File: config.mk
export PLATFORM = sky130hd
export DESIGN_NAME = pipe_ctrl
export DESIGN_NICKNAME = d
export VERILOG_FILES = /design/src/rtl/pipe_ctrl.sv
export SDC_FILE = /design/constraint.sdc
export NUM_CORES = 1
export LEC_CHECK = 0
export BUFFER_PORTS_ARGS = -buffer_cell sky130_fd_sc_hd__buf_2
export CAP_MARGIN = 20
export CORE_ASPECT_RATIO = 1.2
export CORE_MARGIN = 2
export CORE_UTILIZATION = 53
export DETAILED_ROUTE_END_ITERATION = 8
export PLACE_DENSITY = 0.95
export SETUP_SLACK_MARGIN = 0.1
export SLEW_MARGIN = 5
export SYNTH_ARGS = -nofsm -noshare
export SYNTH_HDL_FRONTEND = slang
export SYNTH_SLANG_ARGS = --single-unit
File: constraint.sdc
create_clock -name CLK -period 3.6 [get_ports CLK]
set_input_delay 0.18 -clock CLK [delete_from_list [all_inputs] [get_ports CLK]]
set_output_delay 0.18 -clock CLK [all_outputs]
set_load 0.1 [all_outputs]
File: src/rtl/pipe_ctrl.sv
// Pipeline hazard/interrupt controller: stalls, flushes, memory-wait freeze,
// interrupt drain sequencing and trap entry for a 5-stage pipeline.
module pipe_ctrl #(
  parameter int unsigned DRAIN_CYCLES = 3,
  parameter int unsigned MEM_TIMEOUT  = 15
) (
  input  logic        CLK,
  input  logic        RST,
  input  logic        LW_STALL,
  input  logic        BR_TAKEN,
  input  logic        MEM_BUSY,
  input  logic        INTR,
  input  logic        INTR_EN,
  input  logic [31:0] DEC_PC,
  output logic        PC_WE,
  output logic        IF_DEC_WE,
  output logic        DEC_EX_WE,
  output logic        EX_MEM_WE,
  output logic        MEM_WB_WE,
  output logic        IF_FLUSH,
  output logic        DEC_FLUSH,
  output logic        EX_FLUSH,
  output logic        INTR_TAKEN,
  output logic [31:0] EPC,
  output logic        MEM_ERR,
  output logic [1:0]  STATE
);

  typedef enum logic [1:0] {
    S_RUN      = 2'd0,
    S_MEM_WAIT = 2'd1,
    S_DRAIN    = 2'd2,
    S_TRAP     = 2'd3
  } state_t;

  localparam logic [2:0] DRAIN_LAST = 3'(DRAIN_CYCLES - 1);
  localparam logic [7:0] WAIT_LAST  = 8'(MEM_TIMEOUT - 1);

  state_t      state, next_state;
  logic        ret, next_ret;
  logic [7:0]  wcnt, next_wcnt;
  logic [2:0]  dcnt, next_dcnt;
  logic [31:0] next_epc;
  logic        next_err;
  logic        use_run, use_drain, allow_intr;

  always_ff @(posedge CLK) begin
    if (RST) begin
      state   <= S_RUN;
      ret     <= 1'b0;
      wcnt    <= 8'd0;
      dcnt    <= 3'd0;
      EPC     <= 32'd0;
      MEM_ERR <= 1'b0;
    end else begin
      state   <= next_state;
      ret     <= next_ret;
      wcnt    <= next_wcnt;
      dcnt    <= next_dcnt;
      EPC     <= next_epc;
      MEM_ERR <= next_err;
    end
  end

  always_comb begin
    PC_WE      = 1'b1;
    IF_DEC_WE  = 1'b1;
    DEC_EX_WE  = 1'b1;
    EX_MEM_WE  = 1'b1;
    MEM_WB_WE  = 1'b1;
    IF_FLUSH   = 1'b0;
    DEC_FLUSH  = 1'b0;
    EX_FLUSH   = 1'b0;
    INTR_TAKEN = 1'b0;
    next_state = state;
    next_ret   = ret;
    next_wcnt  = wcnt;
    next_dcnt  = dcnt;
    next_epc   = EPC;
    next_err   = MEM_ERR;
    use_run    = 1'b0;
    use_drain  = 1'b0;
    allow_intr = 1'b0;

    // A MEM_WAIT that sees the memory ready replays the rules of the state it froze (ret=1 means DRAIN)
    case (state)
      S_RUN: begin
        use_run    = 1'b1;
        allow_intr = 1'b1;
      end
      S_MEM_WAIT: begin
        if (MEM_BUSY) begin
          {PC_WE, IF_DEC_WE, DEC_EX_WE, EX_MEM_WE, MEM_WB_WE} = 5'b0;
          if (wcnt != 8'hFF) next_wcnt = wcnt + 8'd1;
          if (wcnt == WAIT_LAST) next_err = 1'b1;
        end else if (ret) begin
          use_drain = 1'b1;
        end else begin
          use_run = 1'b1;
        end
      end
      S_DRAIN: use_drain = 1'b1;
      S_TRAP: begin
        INTR_TAKEN = 1'b1;
        IF_FLUSH   = 1'b1;
        DEC_FLUSH  = 1'b1;
        next_state = S_RUN;
      end
      default: next_state = S_RUN;
    endcase

    if (use_run) begin
      next_state = S_RUN;
      if (MEM_BUSY) begin
        {PC_WE, IF_DEC_WE, DEC_EX_WE, EX_MEM_WE, MEM_WB_WE} = 5'b0;
        next_state = S_MEM_WAIT;
        next_ret   = 1'b0;
        next_wcnt  = 8'd0;
      end else if (BR_TAKEN) begin
        IF_FLUSH  = 1'b1;
        DEC_FLUSH = 1'b1;
      end else if (LW_STALL) begin
        {PC_WE, IF_DEC_WE, DEC_EX_WE} = 3'b0;
        EX_FLUSH = 1'b1;
      end else if (allow_intr && INTR && INTR_EN) begin
        PC_WE      = 1'b0;
        IF_FLUSH   = 1'b1;
        DEC_FLUSH  = 1'b1;
        next_epc   = DEC_PC;
        next_dcnt  = 3'd0;
        next_state = S_DRAIN;
      end
    end

    if (use_drain) begin
      if (MEM_BUSY) begin
        {PC_WE, IF_DEC_WE, DEC_EX_WE, EX_MEM_WE, MEM_WB_WE} = 5'b0;
        next_state = S_MEM_WAIT;
        next_ret   = 1'b1;
        next_wcnt  = 8'd0;
      end else begin
        PC_WE      = 1'b0;
        IF_FLUSH   = 1'b1;
        DEC_FLUSH  = 1'b1;
        next_dcnt  = dcnt + 3'd1;
        next_state = (dcnt == DRAIN_LAST) ? S_TRAP : S_DRAIN;
      end
    end

    // Reset forces a full freeze with bubbles everywhere, whatever the state
    if (RST) begin
      {PC_WE, IF_DEC_WE, DEC_EX_WE, EX_MEM_WE, MEM_WB_WE} = 5'b0;
      IF_FLUSH   = 1'b1;
      DEC_FLUSH  = 1'b1;
      EX_FLUSH   = 1'b1;
      INTR_TAKEN = 1'b0;
    end
  end

  assign STATE = state;

endmodule

==> key figures <==
Critical path
  – Worst EP arrival: about 2300 ps
  – CP Launch Point: STATE[0]$_SDFFE_PP0P_
  – Critical path class: register to primary output
  – Reg2reg end: dcnt[0]$_SDFF_PP0_
  – Worst-path fanout max: 17
  – WP depth: 7
  – Slowest CP cell: buf_2
  – Crit path cell chain: inv_1, ha_1, nand2b_1, a21oi_1, o21bai_1, nor3_2, buf_2
  – CP peak stage delay: 440 ps
  – RR Startpoint: STATE[0]$_SDFFE_PP0P_
  – Critical path buffers and inverters: 2
  – Reg2reg setup slack: 1400 ps
  – CP top delay family: buffers and inverters
  – Worst setup EP type: primary output
  – Critical Path RT: 3420 ps
  – Startpoint Class: register
  – CP endpoint: PC_WE
  – Worst reg2reg path depth: 7

Routing
  – Post-route ant nets: 0
  – DRC viols: 0
  – DRT Wirelength: between 5 and 6 mm
  – Vias: approximately 2200
  – 1st-iter DRT viols: about 120
  – WL/cell: ~14 um
  – Vias per cell: ~5.5
  – Iteration count of the initial detailed-routing pass: 4

Die
  – Placeable Area: a little under 4000 sq um
  – Full die area: 4740 sq um
  – Site row count: 25
  – Die H: about 75 um
  – Ports: 83
  – Starting Density: 0.560
  – Die extent in x: 63.2 um

Timing
  – Slew Limit Headroom: 0.450
  – Hold Slack: approximately 110 ps
  – Worst-Margin Slew: approximately 830 ps
  – Final setup fails: 0
  – Setup TNS: 0 ps
  – Min Tclk post-route: 2440 ps
  – Fin crit share: 0.679
  – Final hold violation count: 0
  – F_max: just over 400 MHz
  – Unrepaired setup endpoints after global routing: no
  – Slew Viols, Final: 0
  – Clock skew: ~3.4 ps

Placement
  – Buffers on Ports: 82
  – DP Wirelength: between 3 and 4 mm
  – Dpl cell area: between 2000 and 3000 sq um
  – Final RePlAce weighted congestion: around 0.85

CTS
  – Number of clock sinks: 47
  – CTS tree: built
  – Clk slew on worst S/H paths: roughly 90 ps
  – Hold buffers post-CTS: 0
  – Clock Path Buffers: 2
  – Later-pin clock latency in the skew report: approximately 300 ps
  – Post-CTS Resized: 0
  – Root Buffer: clkbuf_8
  – # H-tree levels: 2
  – CTS Buf Count: 5
  – Post-CTS setup buffers: 0

GRT
  – Final global-route overflow total: 0
  – Number of global-route vias before repair: around 2100
  – Total GRT Usage: 0.239
  – Largest net degree at the start of global routing: 48
  – Antenna violations before repair: 0
  – Global-route wire length before repair: 8.94 mm

Final layout
  – Fraction of layout cells with a size suffix above 1: 0.286
  – Fillers: 317
  – Final Util: 0.682
  – Ant diodes: 0
  – Commonest non-fill, non-tap cells in the layout: buf_2 (82), nand2_1 (76), dfxtp_1 (47)
  – Total Nets Final: 399
  – Final instance area: 2710 sq um
  – Area Overhead vs Synth: 21.8%
  – Most common cell after layout, fill and taps aside: buf_2

Logic synthesis
  – Syn_area_per_cell: 7.92 sq um
  – Unique cell type count in the Yosys netlist: roughly 50
  – Largest area contributor in the netlist: dfxtp_1
  – Syn_nets: 328
  – Sequential cell area fraction in the yosys report: 0.423
  – Seq cells post-synth: 47
  – Post-Syn Area: approximately 2200 sq um
  – Instance count of the mapped netlist: between 200 and 300
  – Yosys Warn Count: 0
  – Post-synth EDFFs: 0
  – Share of the synthesized area in the top cell type: 0.423
  – Top FF cell, synth: dfxtp_1
  – FFs w/ async S/R, synth: 0
  – Largest cells by area after synthesis: dfxtp_1 (42%), nand2_1 (13%), a21oi_1 (9.0%)

Power
  – Max VDD drop: ~0.33 mV
  – Combinational cell fraction of total power: 0.183
  – Net Sw Power: 0.000330 W
  – Pint: approximately 0.00073 W
  – Clock Power Share: 0.316
  – Leakage power: around 1.1 nW
  – Power density cells: between 300 and 400 nW/um^2
  – Flop pwr share: 0.501
  – Final Total Pwr: 0.00105 W
  – Sw frac: 0.313

Run
  – Number of max-cap violations: 0

Status
  – Run status: completed

Worst hold path
  – Min-Delay Path Depth: 3
  – Tightest Hold Check Type: input port to register
## flip-flops by register name, indices dropped and copies added (netlist names), named ones only
signal	count
STATE	2
dcnt	3
EPC	32
MEM_ERR	1
wcnt	7
## power by group through the flow
stage	clock network (W)	registers, W	logic [W]
floorplan	0	0.000576	0.000120
global placement	0	0.000540	0.000188
detailed placement	0	0.000541	0.000190
CTS	0.000336	0.000529	0.000192
global route	0.000349	0.000529	0.000203
finish	0.000333	0.000529	0.000193
## per-stage QoR
| step | std cells | setup WS, ps |
|---|---|---|
| global placement | 399 | 1570 |
| CTS | 407 | 1170 |
| floorplan | 281 | 122 |
| global route | 407 | 997 |
| finish | 407 | 1160 |
| detailed placement | 399 | 1480 |
## worst register-to-register path, cell delays in order (launching register included)
cell,delay [ps]
dfxtp_1,400
inv_1,100
ha_1,390
and4b_1,340
o2111ai_2,100
buf_4,360
o21ai_1,160
a211oi_1,270
## how the worst min path moves through the flow
stage | to | startpoint | slack, ps
final | EPC[16]$_SDFFE_PP0P_ | DEC_PC[16] | 110
after global routing | EPC[7]$_SDFFE_PP0P_ | DEC_PC[7] | 120
after CTS | EPC[26]$_SDFFE_PP0P_ | DEC_PC[26] | 110
after detailed placement | EPC[16]$_SDFFE_PP0P_ | DEC_PC[16] | 430
after global placement | EPC[12]$_SDFFE_PP0P_ | DEC_PC[12] | 420
after floorplan | EPC[0]$_SDFFE_PP0P_ | DEC_PC[0] | 320
## cells by family after synthesis
logic type / Yosys count / share of synthesized area
multiplexers: 3 / 0.0146
AO/OA/AOI/OAI: 68 / 0.188
flip-flops: 47 / 0.423
adder cells (fa/ha/maj): 8 / 0.0450
AND/OR/NAND/NOR: 128 / 0.266
buffers and inverters: 27 / 0.0635
## cell usage after synthesis (2+ instances only)
| master | number |
|---|---|
| and4b_1 | 2 |
| o21a_1 | 2 |
| buf_4 | 7 |
| a211oi_1 | 3 |
| nand4b_1 | 2 |
| nand4_1 | 2 |
| mux2_2 | 2 |
| ha_1 | 8 |
| inv_1 | 7 |
| nor3_1 | 5 |
| nand2b_1 | 3 |
| nand3_1 | 6 |
| nor3b_1 | 3 |
| a21oi_1 | 40 |
| buf_2 | 5 |
| o211ai_1 | 3 |
| nor2b_1 | 3 |
| dfxtp_1 | 47 |
| a31oi_1 | 2 |
| nor2_1 | 14 |
| and2_1 | 2 |
| or3_1 | 2 |
| nand2_1 | 76 |
| clkbuf_1 | 7 |
| o21ai_0 | 4 |
## layout make-up
cell class | instances | area [sq um] | area share
Sequential cell | 47 | 941 | 0.347
Clock buffer | 7 | 86.3 | 0.0319
Multi-Input combinational cell | 207 | 1150 | 0.426
Timing Repair Buffer | 84 | 425 | 0.157
Clock inverter | 1 | 8.76 | 0.00323
Tap cell | 54 | 67.6 | 0.0249
Inverter | 7 | 26.3 | 0.00970
## layer usage
layer | share of wire | vias up | global-route usage
met2 | 0.52 | 102 | 0.444
met5 | 0 | - | 0
met1 | 0.38 | 1015 | 0.257
met3 | 0.077 | 13 | 0.0568
li1 | - | 1107 | -
met4 | 0.020 | 0 | 0.121
Note: power is estimated with default switching activity, not from simulation.
